--- src/rtl/pos_step_ctrl.sv ---
// Frame-paced position stepper driving an external 8-bit up/down counter.
// Optional POS_STEP_ACCEL_EN: after 8 consecutive steps, step on every frame.
module pos_step_ctrl #(
    parameter logic [7:0] HOME        = 8'd76,
    parameter logic [7:0] LEFT_BOUND  = 8'd8,
    parameter logic [7:0] RIGHT_BOUND = 8'd144,
    parameter int         STEP_DIV    = 2
) (
    input  logic       clk,
    input  logic       rst,
    input  logic       frame,
    input  logic       btnL,
    input  logic       btnR,
    input  logic       respawn,
    input  logic [7:0] Qin,
    output logic       UD,
    output logic       CE,
    output logic       LD,
    output logic [7:0] Din,
    output logic       at_left,
    output logic       at_right,
    output logic       moving
);

    typedef enum logic [1:0] {INIT, IDLE, MOVE} state_t;

    localparam logic [3:0] DIV   = 4'(STEP_DIV);
    localparam logic [3:0] ENTRY = 4'(STEP_DIV > 1);

    state_t     state_q, state_d;
    logic       ud_q, ud_d;
    logic       ce_q, ce_d;
    logic       ld_q, ld_d;
    logic       mv_q;
    logic [3:0] fcnt_q, fcnt_d, fcnt_inc;
    logic       frame_v, one_btn, due, blocked;
`ifdef POS_STEP_ACCEL_EN
    logic [2:0] run_q, run_d;
    logic       fast_q, fast_d;
`endif

    assign at_left  = (Qin <= LEFT_BOUND);
    assign at_right = (Qin >= RIGHT_BOUND);
    assign UD       = ud_q;
    assign CE       = ce_q;
    assign LD       = ld_q;
    assign moving   = mv_q;
    assign Din      = HOME;

    // A load cycle swallows any frame pulse that coincides with it
    assign frame_v  = frame & ~ld_q;
    assign one_btn  = btnL ^ btnR;
    assign fcnt_inc = fcnt_q + 4'd1;
    assign blocked  = ud_q ? at_right : at_left;
`ifdef POS_STEP_ACCEL_EN
    assign due      = (fcnt_inc == DIV) || fast_q;
`else
    assign due      = (fcnt_inc == DIV);
`endif

    always_comb begin
        state_d = state_q;
        ud_d    = ud_q;
        ce_d    = 1'b0;
        ld_d    = 1'b0;
        fcnt_d  = fcnt_q;
`ifdef POS_STEP_ACCEL_EN
        run_d   = run_q;
        fast_d  = fast_q;
`endif
        if (respawn) begin
            state_d = IDLE;
            ld_d    = 1'b1;
            fcnt_d  = 4'd0;
`ifdef POS_STEP_ACCEL_EN
            run_d   = 3'd0;
            fast_d  = 1'b0;
`endif
        end else begin
            unique case (state_q)
                INIT: begin
                    ld_d    = 1'b1;
                    state_d = IDLE;
                    fcnt_d  = 4'd0;
                end
                IDLE: begin
                    if (frame_v && one_btn) begin
                        state_d = MOVE;
                        ud_d    = btnR;
                        // The entry frame counts as the first frame of the run
                        fcnt_d  = ENTRY;
`ifdef POS_STEP_ACCEL_EN
                        run_d   = 3'd0;
                        fast_d  = 1'b0;
`endif
                    end
                end
                MOVE: begin
                    if (frame_v) begin
                        if (!one_btn || (btnR != ud_q)) begin
                            state_d = IDLE;
                            fcnt_d  = 4'd0;
`ifdef POS_STEP_ACCEL_EN
                            run_d   = 3'd0;
                            fast_d  = 1'b0;
`endif
                        end else if (due) begin
                            fcnt_d = 4'd0;
                            ce_d   = !blocked;
`ifdef POS_STEP_ACCEL_EN
                            if (!blocked) begin
                                if (run_q == 3'd7) fast_d = 1'b1;
                                else               run_d  = run_q + 3'd1;
                            end
`endif
                        end else begin
                            fcnt_d = fcnt_inc;
                        end
                    end
                end
                default: state_d = IDLE;
            endcase
        end
    end

    always_ff @(posedge clk or posedge rst) begin
        if (rst) begin
            state_q <= INIT;
            ud_q    <= 1'b0;
            ce_q    <= 1'b0;
            ld_q    <= 1'b0;
            mv_q    <= 1'b0;
            fcnt_q  <= 4'd0;
`ifdef POS_STEP_ACCEL_EN
            run_q   <= 3'd0;
            fast_q  <= 1'b0;
`endif
        end else begin
            state_q <= state_d;
            ud_q    <= ud_d;
            ce_q    <= ce_d;
            ld_q    <= ld_d;
            mv_q    <= (state_d == MOVE);
            fcnt_q  <= fcnt_d;
`ifdef POS_STEP_ACCEL_EN
            run_q   <= run_d;
            fast_q  <= fast_d;
`endif
        end
    end

endmodule

--- config.mk ---
export PLATFORM = sky130hd
export DESIGN_NAME = pos_step_ctrl
export DESIGN_NICKNAME = d
export VERILOG_FILES = /design/src/rtl/pos_step_ctrl.sv
export SDC_FILE = /design/constraint.sdc
export NUM_CORES = 1
export LEC_CHECK = 0
export CAP_MARGIN = 20
export CORE_MARGIN = 4
export CORE_UTILIZATION = 40
export CTS_CLUSTER_SIZE = 30
export DETAILED_ROUTE_END_ITERATION = 10
export HOLD_SLACK_MARGIN = 0.12
export PLACE_DENSITY = 0.73
export SLEW_MARGIN = 15
export SYNTH_ARGS = -nofsm -noshare
export SYNTH_HDL_FRONTEND = slang
export SYNTH_SLANG_ARGS = --single-unit
--- constraint.sdc ---
create_clock -name clk -period 2.2 [get_ports clk]
set_input_delay 0.44 -clock clk [delete_from_list [all_inputs] [get_ports clk]]
set_output_delay 0.44 -clock clk [all_outputs]
set_load 0.03 [all_outputs]
Yosys cells after proc, flatten, opt, wreduce, memory -nomap -nowiden
Index checks and enable logic that the tools add are counted.

Bits of input ports: 14. Register bits after elaboration: 10.

Reductions and logical operators: 8. Add/subtract/negate cells: 1. Eq/ne operators: 7. Multiplexer cells: 19. Bitwise operators: 4. Order comparisons: 2.

Operators by type and width (count): $mux W4 (5); $pmux W4 S3 (1); $ge A8 B8 Y1 const B (1); $le A8 B4 Y1 const B (1); $mux W1 (8); $mux W2 (4); $ne A3 B3 Y1 const B (2); $reduce_and A3 Y1 (2); $add A4 B1 Y4 const B (1); $eq A2 B2 Y1 const B (2); $eq A4 B2 Y1 const B (1); $pmux W2 S2 (1); $reduce_bool A4 Y1 (1); $eq A2 B1 Y1 const B (1); $logic_not A1 Y1 (2); $logic_not A2 Y1 (1); $not A1 Y1 (2); $and A1 B1 Y1 (1); $logic_and A1 B1 Y1 (1); $logic_or A1 B1 Y1 (1); $ne A1 B1 Y1 (1); $xor A1 B1 Y1 (1).

Logic depth before layout (Yosys ltp)
Gate-level depths: netlist of run 1.

Depth in word-level cells: 8. Gate-level depth with buffers: 6. Gate-level depth less buffers: 6.

Worst setup path after synthesis of run 1
No wires, ideal clock.

Path kind: input -> output. Start: input Qin[4]. End: output at_left. Required time: 1.760 ns. Setup slack: 0.289 ns. Stages on the path: 2. Arrival: 1.471 ns. Path through: or4_1 -> a21oi_1.

Word-level cells in the longest chain between the ends: 1.

Ends and longest elaborated chain: from (decl) (line 15) `input logic [7:0] Qin,`; $le A8 B4 Y1 (line 42) `assign at_left = (Qin <= LEFT_BOUND);`; to (decl) (line 20) `output logic at_left,`.

Every way passes these cells.

Final worst setup path of run 1
Same ends and word-level chain as after synthesis.

==> out/results.tsv, run 1 <==
stage	metric	value	unit
global_routing	global route total overflow	0	
die	num ports	28	
timing	Final Hold Violating Endpoints	0	
synthesis	cell area after synthesis	784.5	µm²
place	# port buffers	19	
synthesis	EDFF count, synth	0	
place	dpl hpwl	1.422	mm
timing	minimum clock period	2.167	ns
critical_path	Buf/Inv on CP	2	
synthesis	post-synthesis register bit count	10	
die	Die Height	52.29	µm
timing	period utilisation layout	98.52	%
synthesis	yosys warns	0	
clock_network	htree depth	1	
critical_path	worst path arrival time	1.73	ns
clock_network	# Post-CTS Setup Buffers	0	
critical_path	worst r2r path cells	4	
worst_hold_path	worst min-delay path class	in2async	
global_routing	wire length of the first global-routing pass	3.008	mm
die	DIE AREA	2734	µm²
synthesis	Avg Cell Area, Syn	8.717	µm²
synthesis	Post-synth ARST share	100.0	%
synthesis	cell taking the most area after synthesis	dfrtp_1	
route	DR WL/cell	13.32	µm
critical_path	critical path endpoint category	output pin	
power	Peak VDD IR	0.4636	mV
cells_and_area	fraction of layout cells with a size suffix above 1	11.71	%
synthesis	Most used DFF post-synth	dfrtp_1	
critical_path	R2R Setup Slk	0.55	ns
cells_and_area	final core occ	56.91	%
route	drt total wl	1.811	mm
place	dpl cells	132	
clock_network	CTS Buf Count	3	
power	Lkg Pwr	0.4304	nW
route	Remaining DRCs	0	
route	Pre-Repair DR Iteration Count	4	
cells_and_area	non-filler cells, final	136	
timing	Final Slew Violations	0	
route	number of DRC markers in iteration 0	11	
timing	RSZ-0062 raised after global routing	false	
critical_path	Levels on crit path	4	
cells_and_area	Syn-to-layout area delta	29.35	%
critical_path	cells along the critical path	clkdlybuf4s50_1 > or4_1 > a21oi_2 > buf_6	
route	routed vias/inst	5.147	
critical_path	crit path max fanout	2	
critical_path	Crit Path Class	in2out	
clock_network	CTS root buf	clkbuf_4	
critical_path	CP peak stage delay	0.55	ns
route	ANT nets after route	0	
place	placer congestion estimate	0.8815	
outcome	status	completed	
clock_network	Longest Clk Path Bufs	2	
timing	final setup vio count	0	
clock_network	Clock transition at path regs	0.07	ns
synthesis	Cells after Synth	90	
cells_and_area	Ant. Diodes	0	
job	Max Cap Viol	0	
global_routing	number of global-route vias before repair	703	
cells_and_area	fin nets	131	
die	Initial Utilization	44.00	%
synthesis	Yosys cell types	37	
die	Die Width	52.29	µm
cells_and_area	commonest non-fill, non-tap cells in the layout	clkdlybuf4s50_1, dfrtp_1, inv_1, conb_1	
timing	Max Clk Rate	461.4	MHz
timing	Setup Skew	0.0004968	ns
timing	WHS	0.4388	ns
synthesis	sequential area share after synthesis	31.90	%
critical_path	crit-path leading delay family	buffers and inverters	
global_routing	initial antenna violation count	0	
critical_path	CP required	1.76	ns
power	power density cells	768.1	nW/µm²
synthesis	top-area cell type share of the netlist area	31.90	%
power	total chip power	0.0007794	W
synthesis	top post-synthesis cells by area	dfrtp_1, ha_1, buf_4	
global_routing	largest net degree at the start of global routing	11	
global_routing	Tot GR Track Use	14.70	%
clock_network	sinks on the clock net	10	
clock_network	worst skew pair latency	0.27	ns
clock_network	TritonCTS clock tree	built	
critical_path	Worst path slowest cell	or4_1	
die	row cnt	15	
cells_and_area	commonest non-fill, non-tap cell in the layout	clkdlybuf4s50_1	
die	core box area	1783	µm²
critical_path	CP Launch Type	input port	
route	via count	700	
clock_network	CTS Hold Bufs	0	
state kept, by name, summed over array words and instances (netlist names):
register / cells
moving: 1
CE: 1
UD: 1
LD: 1
state_q: 2
fcnt_q: 4
timing repair:
item                       CTS  global route
setup endpoints to repair    2             1
hold endpoints to repair     0             0
gates resized for setup      2             1
synthesized netlist by cell type (2+ instances only):
cell,count
a21oi_1,5
and2_1,2
buf_4,8
conb_1,2
dfrtp_1,10
ha_1,5
inv_1,8
nand2_1,2
nand2b_1,2
nand3_1,5
nand3b_1,3
nor2_1,4
nor2b_1,2
o21ai_0,4
o221ai_1,2
o2bb2ai_1,2
or2_2,3
or3_1,2
power by group:
part,leakage (nW),total (W),internal [W],switching (W)
clock,0.0210,0.000172,0.000101,0.0000712
combinational,0.280,0.000355,0.000152,0.000203
sequential,0.129,0.000252,0.000216,0.0000365
total,0.430,0.000779,0.000468,0.000311
per-layer routing:
layer	vias to the layer above	part of all wire, %	GRT usage, %
met1	321	48	20.35
met5	-	0	0
li1	346	-	-
met4	0	1.9	6.383
met2	28	43	22.11
met3	5	7.0	2.564
worst reg2reg max path, stage by stage (launching register included):
cell and delay (ns):
dfrtp_1 0.43, or3b_1 0.47, a21o_1 0.21, or3_1 0.32, o211ai_2 0.14
logic make-up (layout without fill, tap and decap cells):
kind of cell | Yosys count | after routing | synth area share [%]
multiplexers | 1 | 1 | 1.435
flip-flops | 10 | 10 | 31.90
AND/OR/NAND/NOR | 29 | 29 | 21.37
other | 2 | 8 | 0.9573
XOR/XNOR | 1 | 1 | 1.117
AO/OA/AOI/OAI | 24 | 24 | 22.65
adder cells (fa/ha/maj) | 5 | 5 | 7.974
buffers and inverters | 18 | 33 | 12.60
through the flow:
step	TNS, ns	worst slack [ns]	area, µm²
finish	0	0.03251	1015
global route	0	0.007940	1015
CTS	0	0.03810	1011
global placement	0	0.01257	972.2
floorplan	0	0.2885	807.0
detailed placement	-0.01913	-0.01913	972.2
worst paths after layout:
check,from,to
worst max-delay path,Qin[4],at_left
worst min-delay path,rst,fcnt_q[3]$_DFFE_PP0P_
worst max register to register,UD$_DFFE_PP0P_,fcnt_q[3]$_DFFE_PP0P_
worst min register to register,fcnt_q[2]$_DFFE_PP0P_,fcnt_q[2]$_DFFE_PP0P_
max in group asynchronous,rst,LD$_DFF_PP0_
min in group clk,fcnt_q[2]$_DFFE_PP0P_,fcnt_q[2]$_DFFE_PP0P_
final cells by class:
class	count	area [µm²]
flip-flops and latches	10	250.2
well taps	25	31.28
clock buffers	4	36.28
fillers	153	768.2
multi-input cells	68	461.7
repair buffers	21	205.2
inverters	8	30.03
Power figures use the tool's default switching activity.
==> run 2: changes to the inputs <==
Settings changed: ABC_CLOCK_PERIOD_IN_PS set to 2200, CTS_CLUSTER_SIZE 30 to 8, PLACE_DENSITY 0.73 to 0.82.
==> run 2 against run 1 <==
Sequential share of layout area stayed put; die area stayed put; critical path type unchanged; maximum frequency is 0.28% lower; sequential power hardly changed; first-iteration DRC count is 9.1% higher; largest cell class unchanged; flip-flop and latch count stayed put; critical path depth stayed put; critical endpoint unchanged; clock power hardly changed; clock skew is 0.0018 ns higher; highest routed layer unchanged.
==> out/results.tsv, run 2 (synthesized netlist as in run 1, its figures left out) <==
stage	metric	value	unit	change
place	placer congestion estimate	0.7693		-13%
die	Initial Utilization	44.00	%	unchanged
power	clock share of power	21.8	%	-0.3 points
critical_path	worst r2r path cells	7		+3
route	routed vias/inst	5.176		+0.57%
critical_path	CP required	1.76	ns	about the same
route	via count	704		+0.57%
critical_path	CP peak stage delay	0.54	ns	about the same
cells_and_area	commonest non-fill, non-tap cell in the layout	clkdlybuf4s50_1		
critical_path	Critical R2R Capture	fcnt_q[1]$_DFFE_PP0P_		
global_routing	initial antenna violation count	0		unchanged
clock_network	Post-CTS Resized	1		-1
cells_and_area	Largest Register	fcnt_q		
global_routing	Tot GR Track Use	14.26	%	-0.44 points
route	Remaining DRCs	0		unchanged
timing	Final Slew Violations	0		unchanged
critical_path	Crit Path Class	in2out		
cells_and_area	max reg flops	4		unchanged
timing	Setup Skew	0.002329	ns	+0.001833 ns
die	Die Width	52.29	µm	unchanged
timing	RSZ-0062 raised after global routing	false		
critical_path	CP Launch Type	input port		
global_routing	wire length of the first global-routing pass	2.863	mm	-4.8%
cells_and_area	register area	250.2	µm²	unchanged
critical_path	cells along the critical path	clkdlybuf4s50_1 > or4_1 > a21oi_2 > buf_4		
global_routing	global route total overflow	0		unchanged
die	num ports	28		unchanged
route	ANT nets after route	0		unchanged
global_routing	number of global-route vias before repair	651		-7.4%
critical_path	worst setup path endpoint	at_left		
critical_path	Levels on crit path	4		unchanged
place	# port buffers	19		unchanged
clock_network	CTS Buf Count	3		unchanged
clock_network	sinks on the clock net	10		unchanged
clock_network	CTS root buf	clkbuf_4		
global_routing	largest net degree at the start of global routing	11		unchanged
die	row cnt	15		unchanged
power	Seq pwr share	32.5	%	+0.2 points
cells_and_area	Filler Cells Inserted	161		+5.2%
cells_and_area	fin nets	131		unchanged
critical_path	R2R Setup Slk	0.52	ns	-0.03 ns
timing	Setup TNS Final	0	ns	unchanged
critical_path	CP startpoint	Qin[4]		
power	Peak VDD IR	0.5020	mV	+8.3%
critical_path	worst path arrival time	1.73	ns	about the same
timing	minimum clock period	2.174	ns	+0.006019 ns
clock_network	Clock transition at path regs	0.07	ns	about the same
route	drt total wl	1.754	mm	-3.1%
clock_network	# Post-CTS Setup Buffers	0		unchanged
clock_network	htree depth	1		unchanged
outcome	status	completed		
timing	Final Hold Violating Endpoints	0		unchanged
clock_network	CTS Hold Bufs	0		unchanged
route	DR WL/cell	12.90	µm	-3.1%
die	Die Height	52.29	µm	unchanged
power	Comb pwr share	45.8	%	+0.2 points
clock_network	TritonCTS clock tree	built		
critical_path	r2r startpoint	state_q[0]$_DFF_PP0_		
critical_path	Worst path slowest cell	or4_1		
route	number of DRC markers in iteration 0	12		+1
critical_path	crit-path leading delay family	buffers and inverters		
route	Pre-Repair DR Iteration Count	4		unchanged
job	Max Cap Viol	0		unchanged
cells_and_area	commonest non-fill, non-tap cells in the layout	clkdlybuf4s50_1, dfrtp_1, inv_1, conb_1		
timing	Max Clk Rate	460.1	MHz	-0.28%
cells_and_area	fraction of layout cells with a size suffix above 1	11.71	%	unchanged
clock_network	worst skew pair latency	0.27	ns	about the same
power	Lkg Pwr	0.4382	nW	+1.8%
worst_hold_path	worst min-delay path class	in2async		
cells_and_area	Syn-to-layout area delta	29.35	%	unchanged
clock_network	Longest Clk Path Bufs	2		unchanged
critical_path	crit path max fanout	2		unchanged
power	power density cells	763.9	nW/µm²	-0.54%
power	Net Switching	0.0003067	W	-1.4%
timing	final setup vio count	0		unchanged
timing	period utilisation layout	98.80	%	+0.27 points
die	DIE AREA	2734	µm²	unchanged
place	dpl hpwl	1.383	mm	-2.7%
power	sw frac	39.57	%	-0.33 points
cells_and_area	Ant. Diodes	0		unchanged
critical_path	critical path endpoint category	output pin		
die	core box area	1783	µm²	unchanged
power	design internal power	0.0004685	W	about the same
cells_and_area	largest registers	fcnt_q: 4 flops, state_q: 2 flops		
cells_and_area	area of the multi-input gates	461.7	µm²	unchanged
critical_path	Buf/Inv on CP	2		unchanged
timing	WHS	0.4497	ns	+0.01082 ns
## run 2: changes by cell type in the layout (fill, tap and decap cells not counted)
cell	before	now
buf_4	2	3
buf_6	1	0
dlygate4sd2_1	1	0
dlymetal6s2s_1	0	1
## run 2: metal layers
metal | share of wire [%] | track usage [%] | up-vias
li1 | - | - | 349
met1 | 46 | 16.81 | 325
met2 | 43 | 22.73 | 25
met3 | 9.0 | 4.558 | 5
met4 | 2.2 | 7.660 | 0
met5 | 0 | 0 | -
## run 2: through the flow
stage	total power (W)	setup WS, ns	util (%)	area [µm²]	std cells
floorplan	0.0004953	0.2885	-	807.0	96
global placement	0.0006001	0.01112	54.53	972.2	132
detailed placement	0.0006055	-0.01462	54.53	972.2	132
CTS	0.0007821	0.002826	56.77	1012	136
global route	0.0008334	0.02886	56.91	1015	136
finish	0.0007752	0.02650	56.91	1015	136
## run 2: worst reg2reg max path, cell delays in order, from the launching register on
cell      delay [ns]
dfrtp_1         0.38
inv_1           0.08
ha_1            0.33
nor2_1          0.12
a21oi_1         0.08
buf_4           0.16
o2111a_1        0.22
a22o_1          0.19
## run 2: final cells by class
type / count / area share (%)
multi-input cells: 68 / 45.50
flip-flops and latches: 10 / 24.66
repair buffers: 21 / 20.22
clock buffers: 4 / 3.576
well taps: 25 / 3.083
inverters: 8 / 2.959
## run 2: worst min-delay path by stage
stage / endpoint / depth (start not counted)
6_report: moving$_DFF_PP0_ / 2
3_5_place_dp: fcnt_q[2]$_DFFE_PP0P_ / 1
5_1_grt: state_q[1]$_DFF_PP0_ / 2
4_1_cts: moving$_DFF_PP0_ / 2
2_1_floorplan: CE$_DFF_PP0_ / 1
3_3_place_gp: fcnt_q[2]$_DFFE_PP0P_ / 1
## run 2: power by group through the flow
stage,Sequential [W],Clock (W),Combinational [W]
2_1_floorplan,0.000277,0,0.000219
3_3_place_gp,0.000253,0,0.000347
3_5_place_dp,0.000255,0,0.000350
4_1_cts,0.000252,0.000177,0.000354
5_1_grt,0.000256,0.000188,0.000389
6_report,0.000252,0.000169,0.000355
==> run 3: changes to the inputs <==
Settings changed: GPL_TIMING_DRIVEN set to 0.
==> run 3 against run 2 <==
Sequential share of layout area decreased by 1.3 points; register-to-register slack got worse by 0.17 ns; combinational power increased by 2%; core utilization increased by 3.1 points; critical path depth unchanged; sequential power about the same; count of clock-buffer cells in the layout unchanged; critical endpoint unchanged.
==> out/results.tsv, run 3 (synthesized netlist as in run 1, its figures left out) <==
stage	metric	value	unit	change
clock_network	TritonCTS clock tree	built		
cells_and_area	Ant. Diodes	0		unchanged
route	number of DRC markers in iteration 0	18		+6
timing	Final Hold Violating Endpoints	0		unchanged
route	routed vias/inst	5.264		+1.7%
route	drt total wl	1.880	mm	+7.2%
critical_path	cells along the critical path	clkdlybuf4s50_1 > or4_4 > a21oi_2 > buf_6		
cells_and_area	Syn-to-layout area delta	36.36	%	
place	placer congestion estimate	0.7564		-1.7%
cells_and_area	Largest Register	fcnt_q		
timing	final setup vio count	0		unchanged
cells_and_area	commonest non-fill, non-tap cells in the layout	clkdlybuf4s50_1, dfrtp_1, buf_4		
power	Comb pwr share	45.7	%	about the same
clock_network	worst skew pair latency	0.28	ns	about the same
global_routing	initial antenna violation count	0		unchanged
clock_network	CTS Hold Bufs	0		unchanged
power	power density cells	740.1	nW/µm²	-3.1%
cells_and_area	commonest non-fill, non-tap cell in the layout	clkdlybuf4s50_1		
global_routing	largest net degree at the start of global routing	11		unchanged
timing	Setup TNS Final	0	ns	unchanged
clock_network	htree depth	1		unchanged
cells_and_area	Final Cell Area	1070	µm²	+5.4%
global_routing	number of global-route vias before repair	664		+2.0%
power	Seq pwr share	32.0	%	-0.5 points
die	DIE AREA	2734	µm²	unchanged
job	Max Cap Viol	0		unchanged
power	sw frac	41.03	%	+1.5 points
die	Die Height	52.29	µm	unchanged
cells_and_area	fraction of layout cells with a size suffix above 1	18.49	%	+6.8 points
die	Die Width	52.29	µm	unchanged
die	row cnt	15		unchanged
route	DR WL/cell	13.06	µm	+1.2%
critical_path	CP Launch Type	input port		
cells_and_area	fin nets	139		+6.1%
critical_path	Crit Path Class	in2out		
die	core box area	1783	µm²	unchanged
place	dpl hpwl	1.419	mm	+2.6%
place	Placed Area	1018	µm²	+4.8%
global_routing	wire length of the first global-routing pass	2.911	mm	+1.7%
route	ANT nets after route	0		unchanged
global_routing	global route total overflow	0		unchanged
clock_network	sinks on the clock net	10		unchanged
die	Initial Utilization	44.00	%	unchanged
timing	Setup Skew	0.004020	ns	+0.001691 ns
critical_path	CP required	1.76	ns	about the same
clock_network	Longest Clk Path Bufs	2		unchanged
critical_path	CP peak stage delay	0.54	ns	about the same
die	num ports	28		unchanged
power	design internal power	0.0004669	W	-0.33%
route	via count	758		+7.7%
clock_network	Clock transition at path regs	0.08	ns	about the same
power	Net Switching	0.0003248	W	+5.9%
timing	period utilisation layout	98.44	%	-0.36 points
critical_path	Worst path slowest cell	or4_4		
timing	Max Clk Rate	461.8	MHz	+0.36%
route	Remaining DRCs	0		unchanged
cells_and_area	largest registers	fcnt_q: 4 flops, state_q: 2 flops		
outcome	status	completed		
timing	minimum clock period	2.166	ns	-0.007867 ns
worst_hold_path	worst min-delay path class	in2async		
critical_path	critical path endpoint category	output pin		
place	# port buffers	18		-1
critical_path	crit path max fanout	2		unchanged
critical_path	worst path arrival time	1.73	ns	about the same
power	Lkg Pwr	0.4679	nW	+6.8%
clock_network	CTS Buf Count	3		unchanged
cells_and_area	max reg flops	4		unchanged
clock_network	CTS root buf	clkbuf_4		
power	Peak VDD IR	0.5699	mV	+14%
power	clock share of power	22.3	%	+0.5 points
timing	Final Slew Violations	0		unchanged
global_routing	Tot GR Track Use	14.31	%	+0.051 points
route	Pre-Repair DR Iteration Count	4		unchanged
## run 3: changes by cell type in the layout (fill, tap and decap cells not counted), sizes merged
| cell | previous run | this run |
|---|---|---|
| dlymetal6s2s | 1 | 0 |
| buf | 3 | 11 |
| clkbuf | 4 | 5 |
| clkdlybuf4s50 | 17 | 16 |
| dlygate4sd2 | 0 | 1 |
## run 3: stage by stage
step	util [%]	instances	power (W)	hold WS, ns	worst slack, ns
after global routing	60.00	144	0.0008439	0.4718	-0.001979
after detailed placement	57.12	139	0.0006082	0.5452	-0.5281
after CTS	59.16	143	0.0007863	0.4435	0.002806
final	60.00	144	0.0007918	0.4307	0.03436
after floorplan	-	96	0.0004953	0.2802	0.2885
after global placement	57.12	139	0.0005948	0.5361	-0.4764
## run 3: layout make-up
cell class              instances  area (µm²)
plain buffers                  10       68.82
fillers                       152       713.2
clock buffers                   4       36.28
flip-flops and latches         10       250.2
repair buffers                 19       187.7
well taps                      25       31.28
multi-input cells              68       465.4
inverters                       8       30.03
## run 3: critical path, delay by kind of cell
kind | cells | cell delay [ns]
AOI/OAI and AO/OA | 1 | 0.16
buffers and inverters | 2 | 0.58
and+or+nand+nor | 1 | 0.54
## run 3: final timing paths
path | from | end | slack (ns) | cells past startpoint
worst max-delay path | Qin[4] | at_left | 0.03 | 4
worst min-delay path | rst | fcnt_q[0]$_DFFE_PP0P_ | 0.43 | 2
worst max register to register | state_q[1]$_DFF_PP0_ | fcnt_q[1]$_DFFE_PP0P_ | 0.35 | 6
worst min register to register | fcnt_q[3]$_DFFE_PP0P_ | fcnt_q[3]$_DFFE_PP0P_ | 0.57 | 2
max in group asynchronous | rst | fcnt_q[1]$_DFFE_PP0P_ | 1.49 | 2
min in group clk | fcnt_q[3]$_DFFE_PP0P_ | fcnt_q[3]$_DFFE_PP0P_ | 0.57 | 2
## run 3: routing by layer
metal / global-route usage [%] / share of wire (%) / routed length (µm) / up-vias
li1: - / - / - / 365
met1: 18.18 / 44 / 828 / 352
met2: 21.49 / 43 / 806 / 37
met3: 3.419 / 11 / 209 / 4
met4: 8.936 / 1.9 / 35 / 0
met5: 0 / 0 / 0 / -
## run 3: power groups by stage
stage,sequential (W),clock (W),combinational [W]
finish,0.000253,0.000177,0.000362
global route,0.000260,0.000182,0.000402
CTS,0.000251,0.000180,0.000355
detailed placement,0.000255,0,0.000353
global placement,0.000253,0,0.000342
floorplan,0.000277,0,0.000219
## run 3: repair_timing
item,in CTS,in global routing
endpoints found under the setup margin,2,1
gates cloned,0,0
setup buffers,0,1
gates resized for setup,8,2
